**config.mk**
```make
export PLATFORM = sky130hd
export DESIGN_NAME = btn_input
export DESIGN_NICKNAME = d
export VERILOG_FILES = /design/src/rtl/btn_input.sv
export SDC_FILE = /design/constraint.sdc
export NUM_CORES = 1
export LEC_CHECK = 0
export CAP_MARGIN = 20
export CORE_MARGIN = 2
export CORE_UTILIZATION = 25
export CTS_CLUSTER_SIZE = 12
export DETAILED_ROUTE_END_ITERATION = 10
export PLACE_DENSITY = 0.48
export SLEW_MARGIN = 20
export SYNTH_ARGS = -nofsm -noshare
export SYNTH_HDL_FRONTEND = slang
export SYNTH_SLANG_ARGS = --single-unit
```
**constraint.sdc**
```tcl
create_clock -name clk -period 2.2 [get_ports clk]
set_clock_uncertainty 0.05 [all_clocks]
set_input_delay 0.22 -clock clk [delete_from_list [all_inputs] [get_ports clk]]
set_output_delay 0.22 -clock clk [all_outputs]
set_load 0.02 [all_outputs]
```
**src/rtl/btn_input.sv**
```systemverilog
// Button/switch input block: 2-flop synchronizer, per-bit debounce and sticky W1C press/release flags.
// Optional macro BTN_IRQ_EN adds a registered event interrupt; without it irq is tied to 0.
module btn_input #(
  parameter int WIDTH           = 8,
  parameter int DEBOUNCE_CYCLES = 50000
) (
  input  logic             clk,
  input  logic             rst,
  input  logic [WIDTH-1:0] btn_in,
  output logic [WIDTH-1:0] btn,
  output logic [WIDTH-1:0] press_pend,
  output logic [WIDTH-1:0] rel_pend,
  input  logic [WIDTH-1:0] clr_press,
  input  logic [WIDTH-1:0] clr_rel,
  output logic             irq
);

  localparam int            CW       = $clog2(DEBOUNCE_CYCLES + 1);
  localparam logic [CW-1:0] CNT_LAST = CW'(DEBOUNCE_CYCLES - 1);

  logic [WIDTH-1:0] s1, s2;
  logic [CW-1:0]    cnt [WIDTH];
  logic [WIDTH-1:0] diff, upd, press_nxt, rel_nxt;

  // upd marks bits whose new level has been stable long enough to be accepted this edge.
  // NOTE: every always_comb output gets a default first so no path can infer a latch.
  always_comb begin
    diff = s2 ^ btn;
    upd  = '0;
    for (int i = 0; i < WIDTH; i++) begin
      upd[i] = diff[i] && (cnt[i] == CNT_LAST);
    end
    // Set terms are OR-ed after the clear mask, so a coincident set wins.
    press_nxt = (press_pend & ~clr_press) | (upd & s2);
    rel_nxt   = (rel_pend   & ~clr_rel)   | (upd & ~s2);
  end

  // NOTE: sequential state uses non-blocking assignments only, so every flop samples
  // pre-edge values regardless of statement order.
  always_ff @(posedge clk) begin
    if (rst) begin
      s1         <= '0;
      s2         <= '0;
      btn        <= '0;
      press_pend <= '0;
      rel_pend   <= '0;
      // NOTE: the counter array is reset explicitly; a partial count must not survive reset.
      for (int i = 0; i < WIDTH; i++) begin
        cnt[i] <= '0;
      end
    end else begin
      s1         <= btn_in;
      s2         <= s1;
      btn        <= btn ^ upd;
      press_pend <= press_nxt;
      rel_pend   <= rel_nxt;
      for (int i = 0; i < WIDTH; i++) begin
        if (!diff[i] || upd[i]) begin
          cnt[i] <= '0;
        end else begin
          cnt[i] <= cnt[i] + CW'(1);
        end
      end
    end
  end

`ifdef BTN_IRQ_EN
  // Registered from the next-state flags so irq tracks press_pend/rel_pend on the same edge.
  always_ff @(posedge clk) begin
    if (rst) begin
      irq <= 1'b0;
    end else begin
      irq <= |(press_nxt | rel_nxt);
    end
  end
`else
  assign irq = 1'b0;
`endif

endmodule
```
Word level (Yosys, flattened, before mapping). Memory sizes are Yosys's and may differ from the RTL's. Index checks and enable logic that the tools add are counted.

Register bits after elaboration: 40. Bits in latches: 0. Bits in writable memories: 128. Memory bits (read-only): 0. Input bits: 26. Output and inout port bits: 25. Memories: 1.

Add/sub/neg operators: 8. Multipliers: 0. Div/mod/pow operators: 0. Order comparisons: 0. Equal/unequal tests: 8. Shift-type cells: 0. Mux-type cells: 66. Bitwise operators: 27. Reductions and logical operators: 24.

Memory list: cnt (words 8, width 16, rd ports 8, clocked after Yosys merged registers in 0, write ports 8, RTL line 22) `logic [CW-1:0] cnt [WIDTH];`.

Operator list (count): 2-to-1 mux 16 bit (16); adder 16 x 1 -> 16 bit, second input constant (8); equality test 16 bit, second input constant (8); 2-to-1 mux 1 bit (50); AND 8 bit (4); inverter 8 bit (3); bitwise OR 1 bit (16); bitwise OR 8 bit (2); bitwise XOR 8 bit (2); logical AND 1 bit (8); logical NOT 1 bit (8); logical OR 1 bit (8).

Depth between registers and ports, before layout. Gate-level depths: netlist (run 1). An unclocked memory read counts as a cell.

Depth in word-level cells: 9. Depth in mapped cells: 8. Mapped depth without buffers: 5.

Worst setup path before layout (run 1). OpenSTA, ideal clock, no wires.

Kind: flip-flop to flip-flop. Start point: mem cnt[0][7] (netlist bit). End point: mem cnt[0][8] (netlist bit), data pin. Library setup time: 0.255 ns. Data arrival time: 1.990 ns. Data required time: 1.895 ns. Path slack: -0.095 ns. Stages on the path, launching flop included: 7. Cells stage by stage: edfxtp_1 buf_6 or4b_1 or4_4 o21ai_2 buf_6 nor2_2.

RTL lines (RTL line): start: declaration (22).

==> summary.md, run 1 <==
| Metric | Value |
|---|---|
| Status | finished with violations |
| Failing checks | negative setup slack |
| CP bufs+invs | 0 |
| Core Area | 0.0334 mm^2 |
| Ports | 51 |
| Post-synth EDFFs | 128 |
| Min-delay worst type | primary input to flip-flop |
| Area of placed instances | 0.0102 mm^2 |
| Highest clock rate | 452 MHz |
| Vias in the first global route | 5,673 |
| Starting Density | 0.252 |
| Post-synth top area share | 0.457 |
| Grt total ovfl | 0 |
| Leak pwr | 3.67 nW |
| Worst VDD drop | 0.426 mV |
| CTS HTree Levels | 4 |
| Worst-path clk slew | 70 ps |
| Largest net degree at the start of global routing | 18 |
| DIE WIDTH | 188 um |
| DR vias | 5,967 |
| Number of buffers created by CTS | 17 |
| Post-synthesis register bit count | 168 |
| Critical Path RT | 2340 ps |
| Die Y | 188 um |
| Worst setup path class | flip-flop to flip-flop |
| Mapped cell area | 0.00842 mm^2 |
| Seq/Total Area, Yosys | 0.552 |
| Synth Area in Compound Gates | 0.0239 |
| First-pass GRT wire length | 28,000 um |
| Cell area after layout | 0.0109 mm^2 |
| Post-Synthesis Cells | 786 |
| Ratio of cells with drive above 1 in the final layout | 0.110 |
| # clock sinks | 168 |
| CTS root buffer | clkbuf_16 |
| Remaining DRCs | 0 |
| Worst Setup Start Kind | flip-flop |
| Final GP Congestion | 0.759 |
| Clk Latency, worst-skew pair | 420 ps |
| Clk buf depth | 2 |
| Final hold vios | 0 |
| RSZ-0062 raised after global routing | yes |
| Port Buffers | 49 |
| # setup viols final | 1 |
| Worst Path Max Fanout | 4 |
| Yosys top cell by area | edfxtp_1 |
| Largest family of logic cells by synthesized area | simple AND/OR/NAND/NOR gates |
| Slowest cell delay on critical path | 560 ps |
| Vias per cell | 4.07 |
| Slowest cell on the critical path | or4_4 |
| CTS tree | yes |
| Simple-gate share of the synthesized area | 0.262 |
| Worst Setup Slack, final | -11.7 ps |
| Antenna violations before repair | 1 |
| Tmin final | 2210 ps |
| Mux cell area share after synthesis | 0.00594 |
| Max-slew violations | 0 |
| Netlist cell types | 50 |
| Final nets | 1,040 |
| Antenna Nets Post-Route | 0 |
| Async S/R FF share, synth | 0 |
| All-Layer GR Usage | 0.0988 |
| Critical path arrival | 2350 ps |
| Row count | 67 |
| Wire per inst | 11.4 um |
| CP Capture Type | flip-flop |
| CP delay by family, top | simple AND/OR/NAND/NOR gates |
| Ys Warns | 0 |
| Power density over the cells | 644 mW/mm^2 |
| Avg Inst Size Synth | 10.7 um^2 |
| Synth area leaders | edfxtp_1, dfxtp_1, xnor2_1 |
| Tcrit/Tclk final | 1.01 |
| Final Power | 6.99 mW |
| Crit-path cells | or4_1, or4_4, or2_4, and3_4 |
| Area Growth Syn to Fin | 29.1% |
| TritonRoute pass-1 iters | 4 |
| Drt total wl | 16,700 um |
| N_diodes | 0 |
| Most used DFF post-synth | edfxtp_1 |
| Layout fillers | 3,471 |
| Post-Synth Adder-Cell Area | 0.0119 |
| Drt initial violations | 288 |
| Most common cell in the synthesized netlist | nor2_1 |
| XOR/XNOR share of the synthesized area | 0.120 |
| Top post-synthesis cells by count | nor2_1, edfxtp_1, xnor2_1, dfxtp_1, nand3_1 |
| Die area | 0.0352 mm^2 |
| DP HPWL | 12,100 um |
| Max_cap viols | 0 |
## state kept, by name, summed over array words and instances (netlist names), named ones only
name / cells
s1: 8
cnt: 128
rel_pend: 8
s2: 8
press_pend: 8
## kinds of logic (layout without fill, tap and decap cells)
group / Yosys count / after routing
muxes: 5 / 5
xor gates and xnor gates: 115 / 115
AOI/OAI and AO/OA: 29 / 29
other: 2 / 129
and+or+nand+nor: 413 / 413
adders and majority gates: 8 / 8
DFF: 168 / 168
buffers and inverters: 46 / 152
## repair_timing
| item | in CTS | in global routing |
|---|---|---|
| pin swaps | 2 | 0 |
| gates resized for setup | 2 | 8 |
| buffers inserted | 2 | 2 |
| hold buffers | 0 | 0 |
| endpoints found under the setup margin | 6 | 49 |
## power breakdown
group          leakage [nW]  switching [mW]  total [mW]  internal [mW]
combinational          1.74           0.183       0.365          0.182
clock                 0.283            1.30        2.99           1.69
sequential             1.65           0.112        3.64           3.52
total                  3.67            1.60        6.99           5.39
## placed cells by master, fill, tap and decap left out, types with 4 or more instances in the layout
cell / count
edfxtp_1: 128
nor3_1: 21
nor2b_1: 17
mux2i_1: 5
nand2b_1: 20
dfxtp_1: 40
conb_1: 129
and2_1: 4
nor4_1: 31
nand2_1: 33
buf_6: 4
nand3b_1: 12
nor2_1: 142
clkbuf_16: 17
xnor2_1: 89
or4_1: 5
ha_1: 8
xor2_1: 26
clkinv_2: 4
clkdlybuf4s50_1: 48
a21oi_1: 14
nor2_2: 10
nand4_1: 33
and3_1: 9
or4_4: 4
nand3_1: 39
buf_4: 43
inv_1: 21
## final timing paths
check             startpoint           to  slack, ps  cells after the start
setup reg to reg  cnt[1][59]   cnt[1][49]        -10                      4
hold reg to reg        s1[2]        s2[2]        390                      1
setup / recovery  cnt[1][59]   cnt[1][49]        -10                      4
hold / removal           rst  rel_pend[6]        100                      4
## area by class of cell
class                           count  area (um^2)  area share
Clock inverter                     14          150      0.0138
Timing Repair Buffer               98          893      0.0822
Inverter                           22         82.6     0.00760
Clock buffer                       18          429      0.0395
Tap cell                          448          561      0.0516
Sequential cell                   168         4640       0.427
Multi-Input combinational cell    699         4110       0.378
## stage by stage
step	cells	TNS, ps	hold slack [ps]	util	setup WS, ps
after floorplan	913	-642	268	-	-58.5
after CTS	1465	-7.77	88.6	0.324	-7.77
after detailed placement	1431	-61.1	372	0.306	-30.9
final	1467	-11.7	101	0.326	-11.7
after global placement	1431	-13.8	368	0.306	-13.8
after global routing	1467	-408	117	0.326	-63.7
## metal layers
| metal | share of wire | track usage |
|---|---|---|
| met5 | 0.00078 | 0 |
| met4 | 0.013 | 0.0345 |
| met3 | 0.032 | 0.0258 |
| met2 | 0.46 | 0.158 |
| met1 | 0.50 | 0.129 |
## tightest hold or removal path, cell delays in order
cell and delay, ps:
buf_2 110, clkinv_1 70, nand3b_1 80, o31ai_1 60
(Power assumes the default switching activity.)
==> run 2: changes to the inputs <==
- CTS_BUF_LIST: default -> sky130_fd_sc_hd__clkbuf_8
==> summary.md, run 2 (synthesis results as in run 1) <==
| Metric | Value |
|---|---|
| Grt total ovfl | 0 (unchanged) |
| DP Worst Slack | -30.9 ps (unchanged) |
| CP Capture Type | flip-flop (unchanged) |
| # clock sinks | 168 (unchanged) |
| Ports | 51 (unchanged) |
| CTS HTree Levels | 4 (unchanged) |
| Worst setup path class | flip-flop to flip-flop (unchanged) |
| Number of buffers created by CTS | 17 (unchanged) |
| Critical Path RT | 2380 ps (was 2340 ps) |
| Die Y | 188 um (unchanged) |
| # setup viols final | 1 (unchanged) |
| Max-slew violations | 0 (unchanged) |
| Largest net degree at the start of global routing | 18 (unchanged) |
| Min-delay worst type | primary input to flip-flop (unchanged) |
| Port Buffers | 49 (unchanged) |
| Slowest cell on the critical path | or4_4 (unchanged) |
| Most flops, register | cnt (unchanged) |
| Met2 Use GR | 0.160 (was 0.158) |
| DR vias | 5,982 (was 5,967) |
| Cell Count, Final, Fillers Out | 1,466 (was 1,467) |
| CTS root buffer | clkbuf_8 (was clkbuf_16) |
| Core Area | 0.0334 mm^2 (unchanged) |
| Commonest cells after routing, fill and taps aside | nor2_1, conb_1, edfxtp_1 (unchanged) |
| Wire per inst | 11.4 um (about the same) |
| Drt total wl | 16,700 um (about the same) |
| Vias in the first global route | 5,671 (was 5,673) |
| Critical path arrival | 2390 ps (was 2350 ps) |
| Final hold vios | 0 (unchanged) |
| M1 GR Usage | 0.129 (about the same) |
| Final nets | 1,039 (was 1,040) |
| DIE WIDTH | 188 um (unchanged) |
| Hold_buf cts | 0 (unchanged) |
| DP HPWL | 12,100 um (unchanged) |
| CP bufs+invs | 0 (unchanged) |
| Clk pwr share | 0.357 (was 0.428) |
| Sw frac | 0.241 (was 0.229) |
| Max_cap viols | 0 (unchanged) |
| Highest clock rate | 452 MHz (about the same) |
| Clk Latency, worst-skew pair | 460 ps (was 420 ps) |
| CP delay by family, top | simple AND/OR/NAND/NOR gates (unchanged) |
| Worst Path Max Fanout | 4 (unchanged) |
| Multi-input gate area | 0.00410 mm^2 (was 0.00411 mm^2) |
| Layout fillers | 3,488 (was 3,471) |
| Drt initial violations | 272 (was 288) |
| Commonest non-fill, non-tap cell in the layout | nor2_1 (unchanged) |
| Remaining DRCs | 0 (unchanged) |
| All-Layer GR Usage | 0.0985 (was 0.0988) |
| Antenna violations before repair | 0 (was 1) |
| Status | finished with violations (unchanged) |
| Row count | 67 (unchanged) |
| GRT busiest layer | met2 (unchanged) |
| TritonRoute pass-1 iters | 4 (unchanged) |
| Starting Density | 0.252 (unchanged) |
| Net Sw Power | 1.50 mW (was 1.60 mW) |
| CTS tree | yes (unchanged) |
| First-pass GRT wire length | 28,000 um (about the same) |
| Tcrit/Tclk final | 1.01 (about the same) |
| Worst Setup Start Kind | flip-flop (unchanged) |
| Ratio of cells with drive above 1 in the final layout | 0.108 (was 0.110) |
| GRT met3 Usage | 0.0234 (was 0.0258) |
| Slowest cell delay on critical path | 560 ps (about the same) |
| Worst Setup Slack, final | -12.7 ps (was -11.7 ps) |
| Power density over the cells | 583 mW/mm^2 (was 644 mW/mm^2) |
| Failing checks | negative setup slack (unchanged) |
| Dpl cells | 1,431 (unchanged) |
| Tmin final | 2210 ps (about the same) |
| Crit-path cells | or4_1, or4_4, or2_4, and3_1 (was or4_1, or4_4, or2_4, and3_4) |
| N_diodes | 0 (unchanged) |
| Seq pwr share | 0.585 (was 0.520) |
| Worst-path clk slew | 100 ps (was 70 ps) |
| Antenna Nets Post-Route | 0 (unchanged) |
| Vias per cell | 4.08 (was 4.07) |
| FF/Latch Area | 0.00464 mm^2 (unchanged) |
| Die area | 0.0352 mm^2 (unchanged) |
| Combinational Power Share | 0.058 (was 0.052) |
| Worst VDD drop | 0.296 mV (was 0.426 mV) |
| RSZ-0062 raised after global routing | yes (unchanged) |
| Clk buf depth | 2 (unchanged) |
| Area Growth Syn to Fin | 26.7% (was 29.1%) |
| Pint | 4.72 mW (was 5.39 mW) |
| Final GP Congestion | 0.759 (unchanged) |
| Max reg flops | 128 (unchanged) |
| Leak pwr | 3.58 nW (was 3.67 nW) |
==> run 2: metal layers <==
layer | vias up | share of wire
met5 | - | 0
met4 | 0 | 0.011
met3 | 8 | 0.032
met2 | 59 | 0.46
met1 | 2800 | 0.49
li1 | 3115 | -
==> run 2: path summary, 6_finish.rpt <==
kind,start,to,slack [ps],cells past startpoint
setup reg to reg,cnt[1][59],cnt[1][49],-10,4
hold reg to reg,s1[2],s2[2],390,1
setup / recovery,cnt[1][59],cnt[1][49],-10,4
hold / removal,rst,rel_pend[6],60,4
==> run 2: timing repair <==
| action | in CTS | in global routing |
|---|---|---|
| pin swaps | 2 | 0 |
| setup endpoints to repair | 8 | 49 |
| gates resized for setup | 1 | 8 |
| buffers inserted | 1 | 2 |
==> run 2: power by group through the flow <==
stage               sequential [mW]  combinational [mW]  clock (mW)
finish                         3.63               0.364        2.22
global route                   3.65               0.412        2.46
CTS                            3.63               0.360        2.34
detailed placement             3.71               0.356           0
global placement               3.70               0.357           0
floorplan                      3.68               0.232           0
==> run 2: layout make-up <==
cell class	instances	area share
Inverter	22	0.00774
Clock buffer	17	0.0219
Clock inverter	15	0.0144
Timing Repair Buffer	97	0.0831
Sequential cell	168	0.436
Multi-Input combinational cell	699	0.385
Tap cell	448	0.0526
==> run 2: per-stage QoR <==
| step | utilization | hold slack, ps | power [mW] | TNS, ps | cell area, um^2 |
|---|---|---|---|---|---|
| 2_1_floorplan | - | 268 | 3.91 | -642 | 8940 |
| 3_3_place_gp | 0.306 | 368 | 4.06 | -13.8 | 10200 |
| 5_1_grt | 0.320 | 63.9 | 6.53 | -540 | 10700 |
| 4_1_cts | 0.318 | 33.8 | 6.33 | -14.6 | 10600 |
| 3_5_place_dp | 0.306 | 372 | 4.06 | -61.1 | 10200 |
| 6_report | 0.320 | 64.5 | 6.22 | -12.7 | 10700 |
==> run 2: worst reg2reg max path, stage by stage (launching register included) <==
cell      delay, ps
edfxtp_1        400
or4_1           530
or4_4           560
or2_4           260
and3_1          170
==> variant 1: new RTL, flow settings as in run 1 <==
`WIDTH`: 8 -> 16.
--- a/src/rtl/btn_input.sv
+++ b/src/rtl/btn_input.sv
@@ -1,7 +1,7 @@
 // Button/switch input block: 2-flop synchronizer, per-bit debounce and sticky W1C press/release flags.
 // Optional macro BTN_IRQ_EN adds a registered event interrupt; without it irq is tied to 0.
 module btn_input #(
-  parameter int WIDTH           = 8,
+  parameter int WIDTH           = 16,
   parameter int DEBOUNCE_CYCLES = 50000
 ) (
   input  logic             clk,
Interface: changed (6 resized); port bits go from 51 to 99. No check against the original RTL was run, so the function may have changed too.
==> variant 1 against run 1 <==
  * Area after synthesis rose by 99%
  * Sequential cell count grew 168
  * Largest cell class unchanged
  * Design area up 100%
  * Total power grew 110%
  * Routed wire length is 100% higher
  * Worst hold slack better by 0.0075 ns
  * Sequential share of layout area is 0.41 points lower
  * Setup slack gained 0.012 ns
  * Highest routed layer unchanged
==> variant 1: results (changes against run 1) <==
total CTS buffers: 43 (+26)
total number of vias: 12130 (+100%)
hold path cells: 4 (unchanged)
R2R cell count: 4 (unchanged)
maximum vdd drop: 609.2 uV (+43%)
Power Internal: 11.57 mW (+110%)
status: finished, final reports clean
Total Wirelength: 33980 um (+100%)
synth warn: 0 (unchanged)
initial antenna violation count: 1 (unchanged)
most common cell in the netlist: nor2_1
Placer Congestion: 0.7761 (+2.3%)
Seq/Total Area, Yosys: 0.5542 (+0.002553)
area fraction of the dominant cell type after synthesis: 0.4586 (+0.002113)
maximum clock path buffer count: 3 (+1)
ant diodes: 0 (unchanged)
most instantiated cells after synthesis: nor2_1 (303), edfxtp_1 (256), xnor2_1 (190)
share of flip-flops with an asynchronous set or reset: 0 (unchanged)
H-tree depth: 2 (-2)
Port Buffers: 97 (+98%)
cell class contributing the biggest share of worst-path delay: simple AND/OR/NAND/NOR gates
main area contributors after synthesis: edfxtp_1 (46%), xnor2_1 (9.9%), dfxtp_1 (9.6%)
root buffer cell: clkbuf_16
first-pass GRT wire length: 58680 um (+110%)
Global Route Usage Sum: 0.1007 (+0.001902)
cells after synthesis: 1559 (+98%)
HP Class: input port to flip-flop
Clock transition at path regs: 0.05 ns (-0.02 ns)
Crit path arrival time: 2.45 ns (+0.10 ns)
layout cell share with drive strength beyond 1: 0.1069 (-0.003012)
Clock Latency Late Sink: 0.55 ns (+0.13 ns)
nets: 2091 (+100%)
Worst Path Max Fanout: 3 (-1)
placed instance count: 2840 (+98%)
routed len/inst: 11.63 um (+2.3%)
detailed placer's ending HPWL: 23980 um (+99%)
fillers: 6817 (+96%)
CP max stage cell: or4_4
delay of the slowest cell on the worst path: 0.56 ns (about the same)
Largest register FFs: 256 (+100%)
CTS Hold Bufs: 0 (unchanged)
Placement Setup Slack: -0.004760 ns (+0.02614 ns)
area of placed instances: 20480 um^2 (+100%)
drt drc: 0 (unchanged)
Synth cell types: 49 (-2.0%)
leakage: 7.506 nW (+100%)
number of synthesized flops with an enable pin: 256 (+100%)
largest net degree at the start of global routing: 35 (+17)
initial drt markers: 590 (+100%)
variant 1: logic make-up (layout without fill, tap and decap cells):
family	Yosys count	count (layout)	share of synthesized area
buf+inv	92	336	0.02389
other cells	2	257	0.0004481
compound gates	51	51	0.02127
mux	11	11	0.006569
xor+xnor	233	233	0.1218
flops	336	336	0.5542
simple gates	818	818	0.2599
fa+ha+maj	16	16	0.01194
variant 1: power groups by stage:
stage	sequential [mW]	combinational (mW)	clock, mW
2_1_floorplan	7.36	0.451	0
3_3_place_gp	7.38	0.740	0
3_5_place_dp	7.39	0.740	0
4_1_cts	7.26	0.746	7.19
5_1_grt	7.29	0.863	7.39
6_report	7.26	0.755	6.84
variant 1: per-layer routing:
layer  global-route usage  vias to the layer above  routed length (um)
li1                     -                     6248                   -
met1               0.1367                     5616               16760
met2               0.1543                      201               14480
met3              0.02596                       58                1879
met4              0.03629                        2                 853
met5                    0                        -                  12
variant 1: worst min-delay path: stages:
cell      delay, ns
buf_4          0.09
inv_1          0.13
nand3b_1       0.14
o31ai_2        0.06
variant 1: cell type report:
type | count | area (um^2) | area share
inverter | 50 | 187.7 | 0.008551
timing repair buffer | 208 | 1901 | 0.08660
multi-input combinational | 1386 | 8110 | 0.3695
tap | 864 | 1081 | 0.04926
clock buffer | 71 | 1336 | 0.06089
clock inverter | 7 | 42.54 | 0.001938
sequential | 336 | 9289 | 0.4232
variant 1: repair_timing:
action,CTS,global route
endpoints found under the setup margin,2,47
gates cloned,0,0
endpoints found under the hold margin,0,0
pin swaps,1,6
setup buffers,0,4
gates resized for setup,0,11
variant 1: final timing paths:
kind                    from          end  slack (ns)
hold reg to reg        s1[3]        s2[3]        0.38
setup reg to reg  cnt[0][84]   cnt[0][81]      0.0005
hold / removal           rst  rel_pend[9]        0.11
setup / recovery  cnt[0][84]   cnt[0][81]      0.0005
==> variant 2: new RTL, settings of run 1 <==
Without the edit above. Put one more register stage on the output `btn`. The value now appears one clock later. The other outputs are not delayed to match.
--- a/src/rtl/btn_input.sv
+++ b/src/rtl/btn_input.sv
@@ -18,6 +18,8 @@
   localparam int            CW       = $clog2(DEBOUNCE_CYCLES + 1);
   localparam logic [CW-1:0] CNT_LAST = CW'(DEBOUNCE_CYCLES - 1);
 
+  logic [WIDTH-1:0] btn_s0;
+
   logic [WIDTH-1:0] s1, s2;
   logic [CW-1:0]    cnt [WIDTH];
   logic [WIDTH-1:0] diff, upd, press_nxt, rel_nxt;
@@ -25,7 +27,7 @@
   // upd marks bits whose new level has been stable long enough to be accepted this edge.
   // NOTE: every always_comb output gets a default first so no path can infer a latch.
   always_comb begin
-    diff = s2 ^ btn;
+    diff = s2 ^ btn_s0;
     upd  = '0;
     for (int i = 0; i < WIDTH; i++) begin
       upd[i] = diff[i] && (cnt[i] == CNT_LAST);
@@ -41,7 +43,7 @@
     if (rst) begin
       s1         <= '0;
       s2         <= '0;
-      btn        <= '0;
+      btn_s0     <= '0;
       press_pend <= '0;
       rel_pend   <= '0;
       // NOTE: the counter array is reset explicitly; a partial count must not survive reset.
@@ -51,7 +53,7 @@
     end else begin
       s1         <= btn_in;
       s2         <= s1;
-      btn        <= btn ^ upd;
+      btn_s0     <= btn_s0 ^ upd;
       press_pend <= press_nxt;
       rel_pend   <= rel_nxt;
       for (int i = 0; i < WIDTH; i++) begin
@@ -77,4 +79,8 @@
   assign irq = 1'b0;
 `endif
 
+  always_ff @(posedge clk) begin
+    btn <= btn_s0;
+  end
+
 endmodule
Function: same outputs for any inputs over 10 cycles, from zero or initial values and one cycle with rst high; that may be too few to reach the edited logic, so the function may still have changed.
==> variant 2 against run 1 <==
  * Design area down 0.54%
  * Area after synthesis rose by 2.1%
  * Setup slack improved by 0.15 ns
  * Routed wire length is 3.1% lower
  * Via count shrank 1.2%
  * Sequential cell count rose by 8
  * Worst hold slack better by 0.11 ns
  * Final cell count is 0.48% lower
  * Total power increased by 3.4%
  * Clock power increased by 4%
  * Largest cell class unchanged
  * Highest routed layer is now met4
==> variant 2: results (changes against run 1) <==
worst setup slack after layout: 0.1405 ns (+0.1523 ns)
area of placed instances: 10200 um^2 (-0.18%)
Clock Latency Late Sink: 0.43 ns
nets: 1033 (-0.67%)
CP max stage cell: or4b_1
area fraction of the dominant cell type after synthesis: 0.4474 (-0.009175)
setup bufs post-CTS: 0 (-2)
initial drt markers: 282 (-2.1%)
Worst Path Max Fanout: 14 (+10)
largest net degree at the start of global routing: 24 (+6)
met1 WL: 8106 um (-2.2%)
total number of vias: 5894 (-1.2%)
met3 WL post-DR: 490 um (-8.4%)
CP endpoint: cnt[1][59]
fillers: 3511 (+1.2%)
reg2reg start: cnt[1][53]
most instantiated cells after synthesis: nor2_1 (153), edfxtp_1 (128), xnor2_1 (96)
layout cell share with drive strength beyond 1: 0.06917 (-0.04074)
delay of the slowest cell on the worst path: 0.54 ns (-0.02 ns)
leakage: 3.654 nW (-0.38%)
Post-CTS Resized: 0 (-2)
Placer Congestion: 0.7635 (+0.65%)
Placement Setup Slack: 0.1218 ns (+0.1527 ns)
met2 WL post-DR: 7355 um (-3.5%)
top layer in use: met4
status: finished, final reports clean
Synth cell types: 44 (-12%)
routed len/inst: 11.07 um (-2.6%)
detailed placer's ending HPWL: 11670 um (-3.1%)
Global Route Usage Sum: 0.09698 (-0.001791)
## variant 2: how the worst min path moves through the flow
stage	from	end	slack [ns]	cells past startpoint
after floorplan	clr_press[7]	press_pend[7]	0.27	1
after global placement	flip-flop	btn[7]	0.34	0
after detailed placement	flip-flop	btn[6]	0.35	0
final	rst	press_pend[3]	0.22	2
after CTS	rst	press_pend[3]	0.21	2
after global routing	rst	press_pend[3]	0.25	2
## variant 2: logic make-up (layout without fill, tap and decap cells)
group / count (synthesis) / in the layout / synth area share
compound gates: 26 / 26 / 0.01806
xor+xnor: 115 / 115 / 0.1172
fa+ha+maj: 8 / 8 / 0.01165
buf+inv: 48 / 135 / 0.02869
flops: 176 / 176 / 0.5592
mux: 7 / 7 / 0.008155
other cells: 2 / 129 / 0.0008741
simple gates: 416 / 416 / 0.2562
## variant 2: layout make-up
class | instances | share of cell area
Multi-Input combinational cell | 701 | 0.3717
Sequential cell | 176 | 0.4445
Tap cell | 448 | 0.05186
Timing Repair Buffer | 76 | 0.06598
Clock inverter | 10 | 0.008797
Inverter | 27 | 0.009376
Clock buffer | 22 | 0.04781
## variant 2: metal layers
metal | track usage | vias to the layer above
li1 | - | 3108
met1 | 0.1279 | 2707
met2 | 0.1527 | 66
met3 | 0.02558 | 13
met4 | 0.03548 | 0
met5 | 0 | -
## variant 2: power by group
part / switching, mW / leakage [nW] / internal (mW)
clock network: 1.32 / 0.296 / 1.79
logic: 0.164 / 1.65 / 0.166
registers: 0.120 / 1.71 / 3.67
total: 1.61 / 3.65 / 5.63
## variant 2: stage by stage
| step | instances | util |
|---|---|---|
| after floorplan | 925 | - |
| after global placement | 1428 | 0.3026 |
| after detailed placement | 1428 | 0.3026 |
| after CTS | 1460 | 0.3207 |
| after global routing | 1460 | 0.3207 |
| final | 1460 | 0.3207 |
